File: config.mk
export PLATFORM = sky130hd
export DESIGN_NAME = stream_sorter
export DESIGN_NICKNAME = d
export VERILOG_FILES = /design/src/rtl/sorter_pkg.sv /design/src/rtl/stream_sorter_cmp_swap.sv /design/src/rtl/stream_sorter.sv
export SDC_FILE = /design/constraint.sdc
export NUM_CORES = 1
export LEC_CHECK = 0
export ABC_AREA = 1
export BUFFER_PORTS_ARGS = -buffer_cell sky130_fd_sc_hd__buf_2
export CAP_MARGIN = 40
export CORE_MARGIN = 1
export CORE_UTILIZATION = 50
export CTS_CLUSTER_DIAMETER = 40
export DETAILED_ROUTE_END_ITERATION = 10
export HOLD_SLACK_MARGIN = 0.08
export MAX_ROUTING_LAYER = met4
export PLACE_DENSITY = 0.67
export SETUP_SLACK_MARGIN = 0.4
export SLEW_MARGIN = 20
export SYNTH_ARGS = -nofsm -noshare
export SYNTH_HDL_FRONTEND = slang
export SYNTH_HIERARCHICAL = 1
export SYNTH_SLANG_ARGS = --single-unit
File: constraint.sdc
create_clock -name clk -period 3.4 [get_ports clk]
set_input_delay 0 -clock clk [delete_from_list [all_inputs] [get_ports clk]]
set_output_delay 0 -clock clk [all_outputs]
set_load 0.03 [all_outputs]
File: src/rtl/sorter_pkg.sv
// Shared types and sizing helpers for the stream sorter.
package sorter_pkg;

    typedef enum logic [1:0] {
        LOAD  = 2'd0,
        SORT  = 2'd1,
        DRAIN = 2'd2
    } state_t;

    // Counter width for an index range 0..n-1 (at least one bit).
    function automatic int unsigned cnt_width(input int unsigned n);
        return (n > 1) ? $clog2(n) : 1;
    endfunction

    // One transposition phase per element guarantees a fully sorted array.
    function automatic int unsigned sort_phases(input int unsigned depth);
        return depth;
    endfunction

endpackage

File: src/rtl/stream_sorter_cmp_swap.sv
// Combinational compare-and-swap: lo_slot takes the element that belongs first.
// STREAM_SORTER_SIGNED_EN selects two's-complement comparison.
module cmp_swap #(
    parameter int unsigned WIDTH = 3
) (
    input  logic [WIDTH-1:0] a,
    input  logic [WIDTH-1:0] b,
    input  logic             desc,
    output logic [WIDTH-1:0] lo_slot,
    output logic [WIDTH-1:0] hi_slot
);

    logic a_gt_b;
    logic a_lt_b;
    logic swap;

`ifdef STREAM_SORTER_SIGNED_EN
    assign a_gt_b = $signed(a) > $signed(b);
    assign a_lt_b = $signed(a) < $signed(b);
`else
    assign a_gt_b = a > b;
    assign a_lt_b = a < b;
`endif

    // Equal values fall through unswapped in either direction.
    assign swap    = desc ? a_lt_b : a_gt_b;
    assign lo_slot = swap ? b : a;
    assign hi_slot = swap ? a : b;

endmodule

File: src/rtl/stream_sorter.sv
// Batch sorter: load DEPTH values, odd-even transposition sort in place, drain in order.
// Build option STREAM_SORTER_SIGNED_EN switches to signed comparison.
module stream_sorter
    import sorter_pkg::*;
#(
    parameter int unsigned WIDTH = 3,
    parameter int unsigned DEPTH = 8
) (
    input  logic             clk,
    input  logic             rst,
    input  logic             in_valid,
    output logic             in_ready,
    input  logic [WIDTH-1:0] in_data,
    input  logic             desc,
    output logic             out_valid,
    input  logic             out_ready,
    output logic [WIDTH-1:0] out_data,
    output logic             out_last,
    output logic             busy
);

    localparam int unsigned CW          = cnt_width(DEPTH);
    localparam int unsigned SORT_PHASES = sort_phases(DEPTH);
    localparam int unsigned NPAIR_EVEN  = DEPTH / 2;
    localparam int          NPAIR_ODD   = int'(DEPTH / 2) - 1;
    localparam logic [CW-1:0] IDX_LAST   = CW'(DEPTH - 1);
    localparam logic [CW-1:0] PHASE_LAST = CW'(SORT_PHASES - 1);

    state_t          state;
    state_t          state_nxt;
    logic [CW-1:0]   wr_cnt;
    logic [CW-1:0]   phase_cnt;
    logic [CW-1:0]   rd_cnt;
    logic            desc_q;
    logic [WIDTH-1:0] mem      [DEPTH];
    logic [WIDTH-1:0] even_nxt [DEPTH];
    logic [WIDTH-1:0] odd_nxt  [DEPTH];
    logic            in_xfer;
    logic            out_xfer;

    assign in_xfer  = in_valid & in_ready;
    assign out_xfer = out_valid & out_ready;

    // Even phase: pairs (0,1), (2,3), ...
    for (genvar p = 0; p < NPAIR_EVEN; p++) begin : g_even
        cmp_swap #(.WIDTH(WIDTH)) u_cs (
            .a       (mem[2*p]),
            .b       (mem[2*p+1]),
            .desc    (desc_q),
            .lo_slot (even_nxt[2*p]),
            .hi_slot (even_nxt[2*p+1])
        );
    end

    // Odd phase: pairs (1,2), (3,4), ...; the two end slots pass through.
    for (genvar p = 0; p < NPAIR_ODD; p++) begin : g_odd
        cmp_swap #(.WIDTH(WIDTH)) u_cs (
            .a       (mem[2*p+1]),
            .b       (mem[2*p+2]),
            .desc    (desc_q),
            .lo_slot (odd_nxt[2*p+1]),
            .hi_slot (odd_nxt[2*p+2])
        );
    end
    assign odd_nxt[0]       = mem[0];
    assign odd_nxt[DEPTH-1] = mem[DEPTH-1];

    always_ff @(posedge clk) begin
        if (rst) state <= LOAD;
        else     state <= state_nxt;
    end

    always_comb begin
        state_nxt = state;
        in_ready  = 1'b0;
        out_valid = 1'b0;
        out_data  = '0;
        out_last  = 1'b0;
        busy      = 1'b0;
        case (state)
            LOAD: begin
                in_ready = 1'b1;
                if (in_valid && (wr_cnt == IDX_LAST)) state_nxt = SORT;
            end
            SORT: begin
                busy = 1'b1;
                if (phase_cnt == PHASE_LAST) state_nxt = DRAIN;
            end
            DRAIN: begin
                busy      = 1'b1;
                out_valid = 1'b1;
                out_data  = mem[rd_cnt];
                out_last  = (rd_cnt == IDX_LAST);
                if (out_ready && out_last) state_nxt = LOAD;
            end
            default: state_nxt = LOAD;
        endcase
        // Reset quiets the streams in the very cycle it is asserted.
        if (rst) begin
            in_ready  = 1'b0;
            out_valid = 1'b0;
            out_data  = '0;
            out_last  = 1'b0;
            busy      = 1'b0;
        end
    end

    always_ff @(posedge clk) begin
        if (rst) begin
            wr_cnt    <= '0;
            phase_cnt <= '0;
            rd_cnt    <= '0;
            desc_q    <= 1'b0;
        end else begin
            if (in_xfer) begin
                if (wr_cnt == '0) desc_q <= desc;
                wr_cnt <= (wr_cnt == IDX_LAST) ? '0 : wr_cnt + CW'(1);
            end
            if (state == SORT)
                phase_cnt <= (phase_cnt == PHASE_LAST) ? '0 : phase_cnt + CW'(1);
            if (out_xfer)
                rd_cnt <= out_last ? '0 : rd_cnt + CW'(1);
        end
    end

    // Array storage carries no reset; contents are rewritten by every batch.
    always_ff @(posedge clk) begin
        if (in_xfer) begin
            mem[wr_cnt] <= in_data;
        end else if (state == SORT) begin
            for (int i = 0; i < DEPTH; i++)
                mem[i] <= phase_cnt[0] ? odd_nxt[i] : even_nxt[i];
        end
    end

endmodule

== After elaboration in Yosys (flattened, before gate mapping) ==
Memories as Yosys holds them, arrays and structs flattened. A register that Yosys moved wholly into a read port is not among the register bits.
Cells that the tools add are included.
Widths: inputs -> output; s select.

* Memories: 1
* Bits in registers: 12
* Bits in writable memories: 24

* Bitwise operators: 2
* $lt $le $gt $ge: 14
* Multiplexer cells: 56
* Reductions and logical operators: 8
* Equal/unequal tests: 8
* Add/subtract/negate cells: 3

{| class="wikitable"
|+ Memories
! name !! depth !! width !! rd ports !! clocked after memory_dff !! wr ports !! line !! text
|-
| mem || 8 || 3 || 9 || 1 || 8 || stream_sorter.sv:35 || <nowiki>logic [WIDTH-1:0] mem [DEPTH];</nowiki>
|}

{| class="wikitable"
|+ Operators with widths
! kind !! number
|-
| $mux 3 || 31
|-
| $gt 3x3->1 || 7
|-
| $lt 3x3->1 || 7
|-
| $mux 1 || 21
|-
| $add 3x1->3 const B || 3
|-
| $eq 3x3->1 const B || 3
|-
| $mux 2 || 3
|-
| $ne 2x2->1 const B || 3
|-
| $pmux 2 s3 || 1
|-
| $logic_not 3->1 || 1
|-
| $reduce_and 3->1 || 1
|-
| $reduce_or 3->1 || 1
|-
| $and 1x1->1 || 2
|-
| $eq 2x1->1 const B || 1
|-
| $eq 2x2->1 const B || 1
|-
| $logic_and 1x1->1 || 2
|-
| $logic_not 2->1 || 1
|-
| $reduce_and 2->1 || 1
|-
| $reduce_or 2->1 || 1
|}

== Depth between registers and ports, before layout ==
Gate-level depths: netlist (run 1).

* Depth in word-level cells: 8
* Mapped depth: 11
* Gate-level depth less buffers: 11

== Modules after synthesis ==
The synthesis (run 1) kept the hierarchy.

{| class="wikitable"
|+ By module, submodules not included
! module !! seq. area each (µm²) !! instances !! cells an instance !! area each (µm²)
|-
| stream_sorter || 1,021.0 || 1 || 288 || 2,198.4
|-
| cmp_swap || 0.0 || 7 || 34 || 185.2
|}

== Worst setup path after synthesis (run 1) ==
No wires, ideal clock.

* Path kind: reg2reg
* From: reg state[0]
* To: mem mem[3][0] (enable)
* Setup slack: 1,564 ps
* Required time: 3,045 ps
* Data arrival time: 1,481 ps
* Stages on the path, launching flop included: 7
* Path buffers: 0
* Path through: dfxtp_1 -> inv_1 -> ha_1 -> inv_1 -> nor2_2 -> nand2_2 -> o31ai_1

{| class="wikitable"
|+ RTL lines
! what !! line !! text
|-
| start, declared || stream_sorter.sv:29 || <nowiki>state_t state;</nowiki>
|-
| start signal, assigned || stream_sorter.sv:70 || <nowiki>else state <= state_nxt;</nowiki>
|-
| end, declared || stream_sorter.sv:35 ||
|}

==> results of run 1 <==
[critical path, stage by stage, from the launching register on]
cell and delay, ns:
edfxtp_1 0.52, ha_1 0.39, a21oi_2 0.19, nand2_1 0.11, nand2_4 0.11, nand2_2 0.10
nand2_1 0.07, nand2_1 0.06, o21ai_0 0.14, o21ai_0 0.09
[registers in the layout, indices dropped and copies added, names as in the netlist, named ones only]
register	count
desc_q	1
mem	24
phase_cnt	3
rd_cnt	3
state	2
wr_cnt	3
[layer usage]
metal	share of wire, %	vias up	track usage [%]
met5	0	-	-
met4	1.6	0	6.82
met3	5.6	10	2.98
met2	44	96	38.0
met1	49	1484	34.2
li1	-	1742	-
[final timing paths]
check               to  slack, ns  cells after the start
min           state[1]       0.15                      6
max          mem[3][1]       1.36                      9
max reg2reg  mem[3][1]       1.36                      9
min reg2reg  rd_cnt[1]       0.50                      2
[kinds of logic (layout without fill, tap and decap cells)]
kind of cell / count (synthesis) / in the layout / synth area share (%)
and+or+nand+nor: 306 / 306 / 39.5
buffers and inverters: 86 / 105 / 9.45
AOI/OAI and AO/OA: 62 / 62 / 10.1
DFF: 39 / 39 / 29.2
adders and majority gates: 33 / 33 / 11.8
[stage by stage]
stage,worst slack [ns],power (W),std cells,util [%]
final,1.36,0.00322,625,55.6
after global routing,1.15,0.00357,625,55.6
after CTS,1.36,0.00322,625,55.6
after detailed placement,1.38,0.00289,613,53.8
after global placement,1.42,0.00285,613,53.8
after floorplan,1.56,0.00249,526,-
[cell type report]
type                            instances  share of cell area (%)
Timing Repair Buffer                   19                    3.13
Sequential cell                        39                    27.2
Inverter                               78                    7.82
Clock buffer                            6                    1.93
Multi-Input combinational cell        401                    57.0
Tap cell                               80                    2.66
Clock inverter                          2                   0.300
[placed cells by master (no fill, tap or decap), types with 2 or more instances in the layout]
cell type / Yosys / routed
dlygate4sd3_1: 0 / 4
clkinv_2: 1 / 2
nor2_1: 36 / 36
o21ai_0: 40 / 40
clkbuf_8: 0 / 5
edfxtp_1: 24 / 24
o21ai_1: 5 / 5
nand3_2: 7 / 7
a21oi_1: 3 / 3
nand2_2: 11 / 11
nor2_2: 2 / 2
a21oi_2: 7 / 7
o31ai_1: 2 / 2
nand2_1: 164 / 164
o22ai_1: 2 / 2
nand3_1: 77 / 77
inv_1: 74 / 74
ha_1: 33 / 33
dfxtp_1: 15 / 15
nand2_4: 7 / 7
inv_2: 3 / 3
buf_2: 5 / 14
nand4_1: 2 / 2
[power by group through the flow]
stage               Combinational [W]  Sequential, W  Clock (W)
finish                        0.00196       0.000942   0.000315
global placement              0.00191       0.000944          0
global route                  0.00227       0.000966   0.000340
CTS                           0.00196       0.000937   0.000321
floorplan                     0.00166       0.000830          0
detailed placement            0.00195       0.000948          0
==> flow_metrics.tcl, run 1 <==
set metrics [dict create \
    status "completed" \
    synth_top_area_share_pct 20.6 \
    synthCells 526 \
    seq_power_share_pct 29.3 \
    p_clk_share_pct 9.8 \
    insertion_delay_ns 0.30 \
    vias 3332 \
    ys_seq_area_share_pct 29.2 \
    seqCellArea_um2 1020 \
    async_reset_ff_share_pct 0 \
    timing.critical_path.from "mem[2][2]" \
    fillCellCount 694 \
    cp.arrival_ns 2.06 \
    io_buffer_count 14 \
    cts_tree "built" \
    cts.path.max_buffers 2 \
    critPathRequiredTime_ns 3.42 \
    grt_first_pass_wirelength_mm 13.8 \
    drt_wl_total_mm 8.23 \
    hp-start "in_valid" \
    clock_skew_ns 0.0122 \
    fin_setup_tns_ns 0 \
    period_share_pct 59.9 \
    antennaDiodeCount 0 \
    firstDrtPassIters 5 \
    postRouteAntennaNets 0 \
    ys.warnings.count 6 \
    path_max_fanout 7 \
    finalCriticalPeriod_ns 2.04 \
    cts_num_sinks 39 \
    cts.htree.levels 2 \
    clk_pin_slew_ns 0.08 \
    cts_resized 0 \
    finalNetCount 585 \
    drv_slew 0 \
    p_switching_w 0.00169 \
    drive_above_1_share_pct 11.2 \
    grt_max_degree 26 \
    netSwitchingFraction_pct 52.5 \
    yosysTopAreaCell "edfxtp_1" \
    syn_area_um2 3490 \
    p_comb_share_pct 60.9 \
    ys_types 25 \
    p_leak_nw 2.01 \
    hold_buffers 4 \
    grt_overflow 0 \
    r2r_start "mem[2][2]" \
    syn_nets 567 \
    place_hpwl_mm 6.15 \
    track_usage_pct 24.6 \
    clock.fmax_mhz 491 \
    dr.first_iter.drc_count 222 \
    worstHoldPathType "input pin to register" \
    vdd_drop_max_v 0.000364 \
    clk_root_buffer_cell "clkbuf_8" \
    synth-seq-cells 39 \
    placed_area_um2 3640 \
    power_density_nw_per_um2 856 \
    worstMarginPinSlew_ns 0.775 \
    antenna_found_initial 0 \
    start_util_pct 51.7 \
    cts_setup_buffers 0 \
    die_h_um 85.6 \
    multi_input_comb_area_um2 2140 \
    max-cap-violations 0 \
    synth.most_common_cell "nand2_1" \
    stdcell_area_um2 3760 \
    die_area_um2 7330 \
    cts_buffers 5 \
    grt_pass1_vias 2986 \
    vias_per_cell 5.33 \
    avgRoutedWirePerCell_um 13.2 \
    io_pins 15 \
    slew_headroom_pct 48.3 \
    endpoint_kind "register" \
    rsz0062_at_grt "false" \
    timing.hold.ws_ns 0.145 \
    syn_avg_cell_area_um2 6.64 \
    drc 0 \
    ys_top_cells_by_count "nand2_1, nand3_1, inv_1" \
    start_kind "register" \
    setup_viol 0 \
    worst-setup-path-type "register to register" \
    die-width_um 85.6 \
    synth_edf_count 24 \
    areaGrowthSynthToFinish_pct 7.59 \
    rows 30 \
    p_int_w 0.00153 \
    core_area_um2 6760 \
    place_congestion 0.829 \
    finalHoldViolations 0 \
    yosys-top-cells-area "edfxtp_1, nand2_1, ha_1" \
    ys_dominant_reg_cell "edfxtp_1" \
]
No activity file was read; power rests on OpenSTA's default activity.
==> inputs of run 2 (changes only) <==
ABC_AREA = 0   (was 1)
clock period = 2.05 ns   (was 3.4 ns; I/O delays follow)
==> flow_metrics.tcl, run 2 <==
set metrics [dict create \
    syn_nets 349 \
    ys_top_cells_by_count "mux2_1, ha_1, nand2_1" \
    dp_cells 427 \
    grt_overflow 0 \
    largest-register "mem" \
    start_util_pct 51.7 \
    final_common_cell "buf_4" \
    p_int_w 0.00128 \
    cts_num_sinks 39 \
    drive_above_1_share_pct 49.4 \
    worst-setup-path-type "register to register" \
    core_area_um2 6310 \
    path_cells "inv_2 > ha_4 > nand2_4 > o21ai_4 > mux2i_4 > mux2_4 > mux2i_1 > a21oi_1" \
    syn_avg_cell_area_um2 10.6 \
    syn_area_um2 3260 \
    cts.htree.levels 2 \
    synthCells 308 \
    cp.arrival_ns 2.41 \
    violations "setup timing" \
    yosys-top-cells-area "edfxtp_1, mux2_1, ha_1" \
    worstHoldPathType "input pin to register" \
    final_cell_mix "buf_4, mux2_4, edfxtp_1" \
    stdcell_area_um2 4690 \
    die-width_um 82.8 \
    areaGrowthSynthToFinish_pct 43.8 \
    endpoint_kind "register" \
    period_share_pct 115 \
    power_density_nw_per_um2 374 \
    ys.warnings.count 6 \
    worstMarginPinSlew_ns 0.399 \
    finalCriticalPeriod_ns 2.35 \
    grt_max_degree 22 \
    yosysTopAreaCell "edfxtp_1" \
    vias 2703 \
    clock.fmax_mhz 425 \
    antennaDiodeCount 0 \
    finalHoldViolations 0 \
    synth_edf_count 24 \
    critPathRequiredTime_ns 2.11 \
    track_usage_pct 26.4 \
    place_hpwl_mm 5.46 \
    rsz0062_at_grt "true" \
    postRouteAntennaNets 0 \
    clock_skew_ns 0.00967 \
    cts_buffers 5 \
    slew_headroom_pct 73.4 \
    ys_seq_area_share_pct 31.3 \
    totalPowerFinal_w 0.00175 \
    avgRoutedWirePerCell_um 18.1 \
    io_pins 15 \
    drt_wl_total_mm 8.60 \
    fillCellCount 421 \
    start_kind "register" \
    finalNetCount 437 \
    vdd_drop_max_v 0.000262 \
    die_h_um 82.8 \
    max-cap-violations 0 \
    seqCellArea_um2 1030 \
    rows 29 \
    p_switching_w 0.000472 \
    die_area_um2 6850 \
    synth-seq-cells 39 \
    dr.first_iter.drc_count 132 \
    ys_types 35 \
    layout_setup_ws_ns -0.302 \
    firstDrtPassIters 5 \
    drv_slew 0 \
    grt_first_pass_wirelength_mm 12.8 \
    place_congestion 0.851 \
    status "finished, violations left" \
    p_leak_nw 1.95 \
    seq_power_share_pct 49.0 \
    antenna_found_initial 0 \
    p_comb_share_pct 20.9 \
    insertion_delay_ns 0.30 \
    setup_viol 24 \
    synth.most_common_cell "mux2_1" \
    clk_pin_slew_ns 0.08 \
    vias_per_cell 5.70 \
    netSwitchingFraction_pct 26.9 \
    cts_tree "built" \
    place_ws_ns -0.288 \
    drc 0 \
    path_max_fanout 6 \
    async_reset_ff_share_pct 0 \
    cp_slowest_cell "edfxtp_1" \
    final_util_pct 74.3 \
    cp_slowest_stage_delay_ns 0.53 \
    io_buffer_count 14 \
    p_clk_share_pct 30.1 \
    synth_top_area_share_pct 22.1 \
    largest_register_ffs 24 \
    clk_root_buffer_cell "clkbuf_8" \
    cts.path.max_buffers 2 \
    placed_area_um2 3710 \
    final_cell_count_no_fill 474 \
    multi_input_comb_area_um2 2620 \
    ys_dominant_reg_cell "edfxtp_1" \
    grt_pass1_vias 2626 \
]
run 2: path summary, 6_finish.rpt:
check,start,to,slack [ns],cells past startpoint
worst min register to register,rd_cnt[2],register,0.50,2
worst max-delay path,mem[6][1],mem[6][2],-0.30,8
worst max register to register,mem[6][1],mem[6][2],-0.30,8
worst min-delay path,in_valid,state[1],0.20,4
run 2: kinds of logic after synthesis:
kind of cell,Yosys count,share of synthesized area [%]
compound gates,60,11.6
fa+ha+maj,33,12.7
buf+inv,35,4.41
flops,39,31.3
mux,78,30.8
simple gates,63,9.28
run 2: power groups by stage:
stage          logic [W]  clock network [W]  registers (W)
6_report        0.000366           0.000528       0.000858
5_1_grt         0.000390           0.000562       0.000860
4_1_cts         0.000323           0.000543       0.000858
3_5_place_dp    0.000247                  0       0.000875
3_3_place_gp    0.000241                  0       0.000874
2_1_floorplan   0.000168                  0       0.000877
run 2: through the flow:
stage          hold WS [ns]  TNS, ns
2_1_floorplan         0.110   -0.941
3_5_place_dp          0.235    -4.76
4_1_cts               0.166    -4.99
6_report              0.195    -5.43
3_3_place_gp          0.231    -3.73
5_1_grt               0.202    -7.55
run 2: layout make-up:
class                      count  area share [%]
multi-input combinational    234            55.9
sequential                    39            22.0
timing repair buffer          90            16.3
tap                           77            2.05
clock buffer                   7            1.63
clock inverter                 1           0.107
inverter                      26            2.13
run 2: critical path, delay by kind of cell, from the launching register on:
family / cells / cell delay (ns)
muxes: 3 / 0.91
AOI/OAI and AO/OA: 2 / 0.24
buffers and inverters: 1 / 0.09
DFF: 1 / 0.53
adders and majority gates: 1 / 0.29
and+or+nand+nor: 1 / 0.05
run 2: repair_timing:
action,CTS,global route
hold buffers,9,0
cloned,0,0
gates resized for setup,83,48
endpoints found under the setup margin,53,49
buffers inserted,16,14
pin swaps,24,23
hold endpoints to repair,13,0
run 2: routing by layer:
| metal | wire length, µm | GRT usage [%] | vias up |
|---|---|---|---|
| met3 | 236 | 3.17 | 14 |
| met1 | 3820 | 32.3 | 1328 |
| met4 | 123 | 7.59 | 0 |
| li1 | - | - | 1314 |
| met5 | 0 | - | - |
| met2 | 4420 | 45.8 | 47 |
==> inputs of run 3 (changes only) <==
clock period = 2.95 ns   (was 2.05 ns; I/O delays follow)
==> flow_metrics.tcl, run 3 (same netlist as run 2, synthesis figures left out) <==
set metrics [dict create \
    holdPathEnd "wr_cnt[1]" \
    period_share_pct 80.0 \
    finalHoldViolations 0 \
    power_density_nw_per_um2 332 \
    clk_root_buffer_cell "clkbuf_8" \
    highest_layer "met4" \
    start_util_pct 51.7 \
    cp_num_buf_inv 0 \
    path_cells "ha_1 > nand2_1 > o21ai_2 > mux2i_4 > mux2_1 > mux2i_1 > a21oi_1" \
    rrSetupSlack_ns 0.59 \
    r2r-end "mem[6][0]" \
    clock_skew_ns 0.00793 \
    r2r_start "mem[6][2]" \
    worst-setup-path-type "register to register" \
    place_congestion 0.793 \
    cts_num_sinks 39 \
    final_cell_count_no_fill 408 \
    cp.arrival_ns 2.38 \
    clk_pin_slew_ns 0.08 \
    areaGrowthSynthToFinish_pct 9.89 \
    p_leak_nw 1.42 \
    drt-met1-wl_mm 3.18 \
    final_common_cell "mux2_1" \
    io_buffer_count 14 \
    track_usage_pct 22.8 \
    vias 2383 \
    p_comb_share_pct 12.9 \
    die-width_um 82.8 \
    grt_first_pass_wirelength_mm 11.1 \
    avgRoutedWirePerCell_um 16.7 \
    die_area_um2 6850 \
    antennaDiodeCount 0 \
    grt_pass1_vias 2266 \
    cts_buffers 5 \
    path_max_fanout 7 \
    endpoint_kind "register" \
    rsz0062_at_grt "false" \
    critPathRequiredTime_ns 2.96 \
    vdd_drop_max_v 0.000221 \
    drc 0 \
    finalNetCount 371 \
    clock.fmax_mhz 424 \
    status "completed" \
    die_h_um 82.8 \
    largest-register "mem" \
    core_area_um2 6310 \
    largest_register_ffs 24 \
    dp_cells 394 \
    drive_above_1_share_pct 13.6 \
    met2_length_mm 3.32 \
    drt_wl_total_mm 6.83 \
    firstDrtPassIters 4 \
    max-cap-violations 0 \
    dr.first_iter.drc_count 131 \
    hold_depth 4 \
    antenna_found_initial 0 \
    io_pins 15 \
    p_clk_share_pct 37.0 \
    postRouteAntennaNets 0 \
    slew_headroom_pct 52.5 \
    seq_power_share_pct 50.1 \
    finalCriticalPeriod_ns 2.36 \
    place_hpwl_mm 4.99 \
    p_switching_w 0.000293 \
    cp_slowest_cell "edfxtp_1" \
    cts_resized 0 \
    rr_worst_depth 7 \
    cp_slowest_stage_delay_ns 0.49 \
    rows 29 \
    grt_max_degree 22 \
    cts.path.max_buffers 2 \
    start_kind "register" \
    p_int_w 0.000898 \
    vias_per_cell 5.84 \
    netSwitchingFraction_pct 24.6 \
    fillCellCount 581 \
    cts_tree "built" \
    insertion_delay_ns 0.30 \
    drv_slew 0 \
    cts.htree.levels 2 \
    setup_viol 0 \
    route.met3.wl_um 228 \
    grt_overflow 0 \
    timing.critical_path.from "mem[6][2]" \
    final_cell_mix "mux2_1, ha_1, nand2_1" \
    hp-start "in_valid" \
    fin_setup_tns_ns 0 \
    worstMarginPinSlew_ns 0.710 \
    worstHoldPathType "input pin to register" \
    crit_family "multiplexers" \
]
==> run 3: cell count changes in the layout (fill, tap and decap cells not counted), sizes merged <==
cell         change
dlygate4sd3      -3
buf             -63
==> run 3: worst max path at each step <==
stage	to	slack, ns	cells after the start
global placement	mem[5][1]	0.64	7
global route	mem[2][0]	0.44	8
CTS	mem[4][0]	0.57	8
detailed placement	mem[4][0]	0.59	8
finish	mem[6][0]	0.59	7
floorplan	mem[5][0]	0.84	7
==> run 3: power by group through the flow <==
stage,Sequential [W],Clock [W],Combinational (W)
2_1_floorplan,0.000609,0,0.000111
3_3_place_gp,0.000608,0,0.000144
3_5_place_dp,0.000609,0,0.000147
4_1_cts,0.000596,0.000450,0.000154
5_1_grt,0.000598,0.000479,0.000167
6_report,0.000596,0.000441,0.000154
==> run 3: area by class of cell <==
class	instances	area, µm²	share of cell area, %
clock buffers	7	108	3.00
clock inverters	1	5.00	0.140
inverters	26	97.6	2.72
multi-input cells	234	2100	58.5
flip-flops and latches	39	1020	28.5
well taps	77	96.3	2.69
repair buffers	24	160	4.47
==> run 3: what timing repair did <==
action / 4_1_cts / 5_1_grt
hold endpoints to repair: 15 / 0
hold buffers: 6 / 0
setup endpoints to repair: 0 / 0
setup buffers: 0 / 0
==> run 3: tightest hold or removal path, stage by stage <==
cell,delay [ns]
buf_2,0.09
nand3b_1,0.14
nand2_1,0.10
a21oi_1,0.05
==> run 3: through the flow <==
| step | setup WS, ns | hold slack (ns) | area (µm²) | utilization [%] | power (W) |
|---|---|---|---|---|---|
| 6_report | 0.589 | 0.144 | 3590 | 56.8 | 0.00119 |
| 5_1_grt | 0.442 | 0.200 | 3590 | 56.8 | 0.00124 |
| 4_1_cts | 0.567 | 0.141 | 3590 | 56.8 | 0.00120 |
| 3_5_place_dp | 0.588 | 0.307 | 3410 | 54.1 | 0.000756 |
| 3_3_place_gp | 0.642 | 0.302 | 3410 | 54.1 | 0.000753 |
| 2_1_floorplan | 0.841 | 0.110 | 3260 | - | 0.000720 |
==> run 3: metal layers <==
layer	global-route usage, %	vias up
met3	3.61	7
met5	-	-
met4	7.07	0
met1	28.5	1157
met2	37.9	36
li1	-	1183
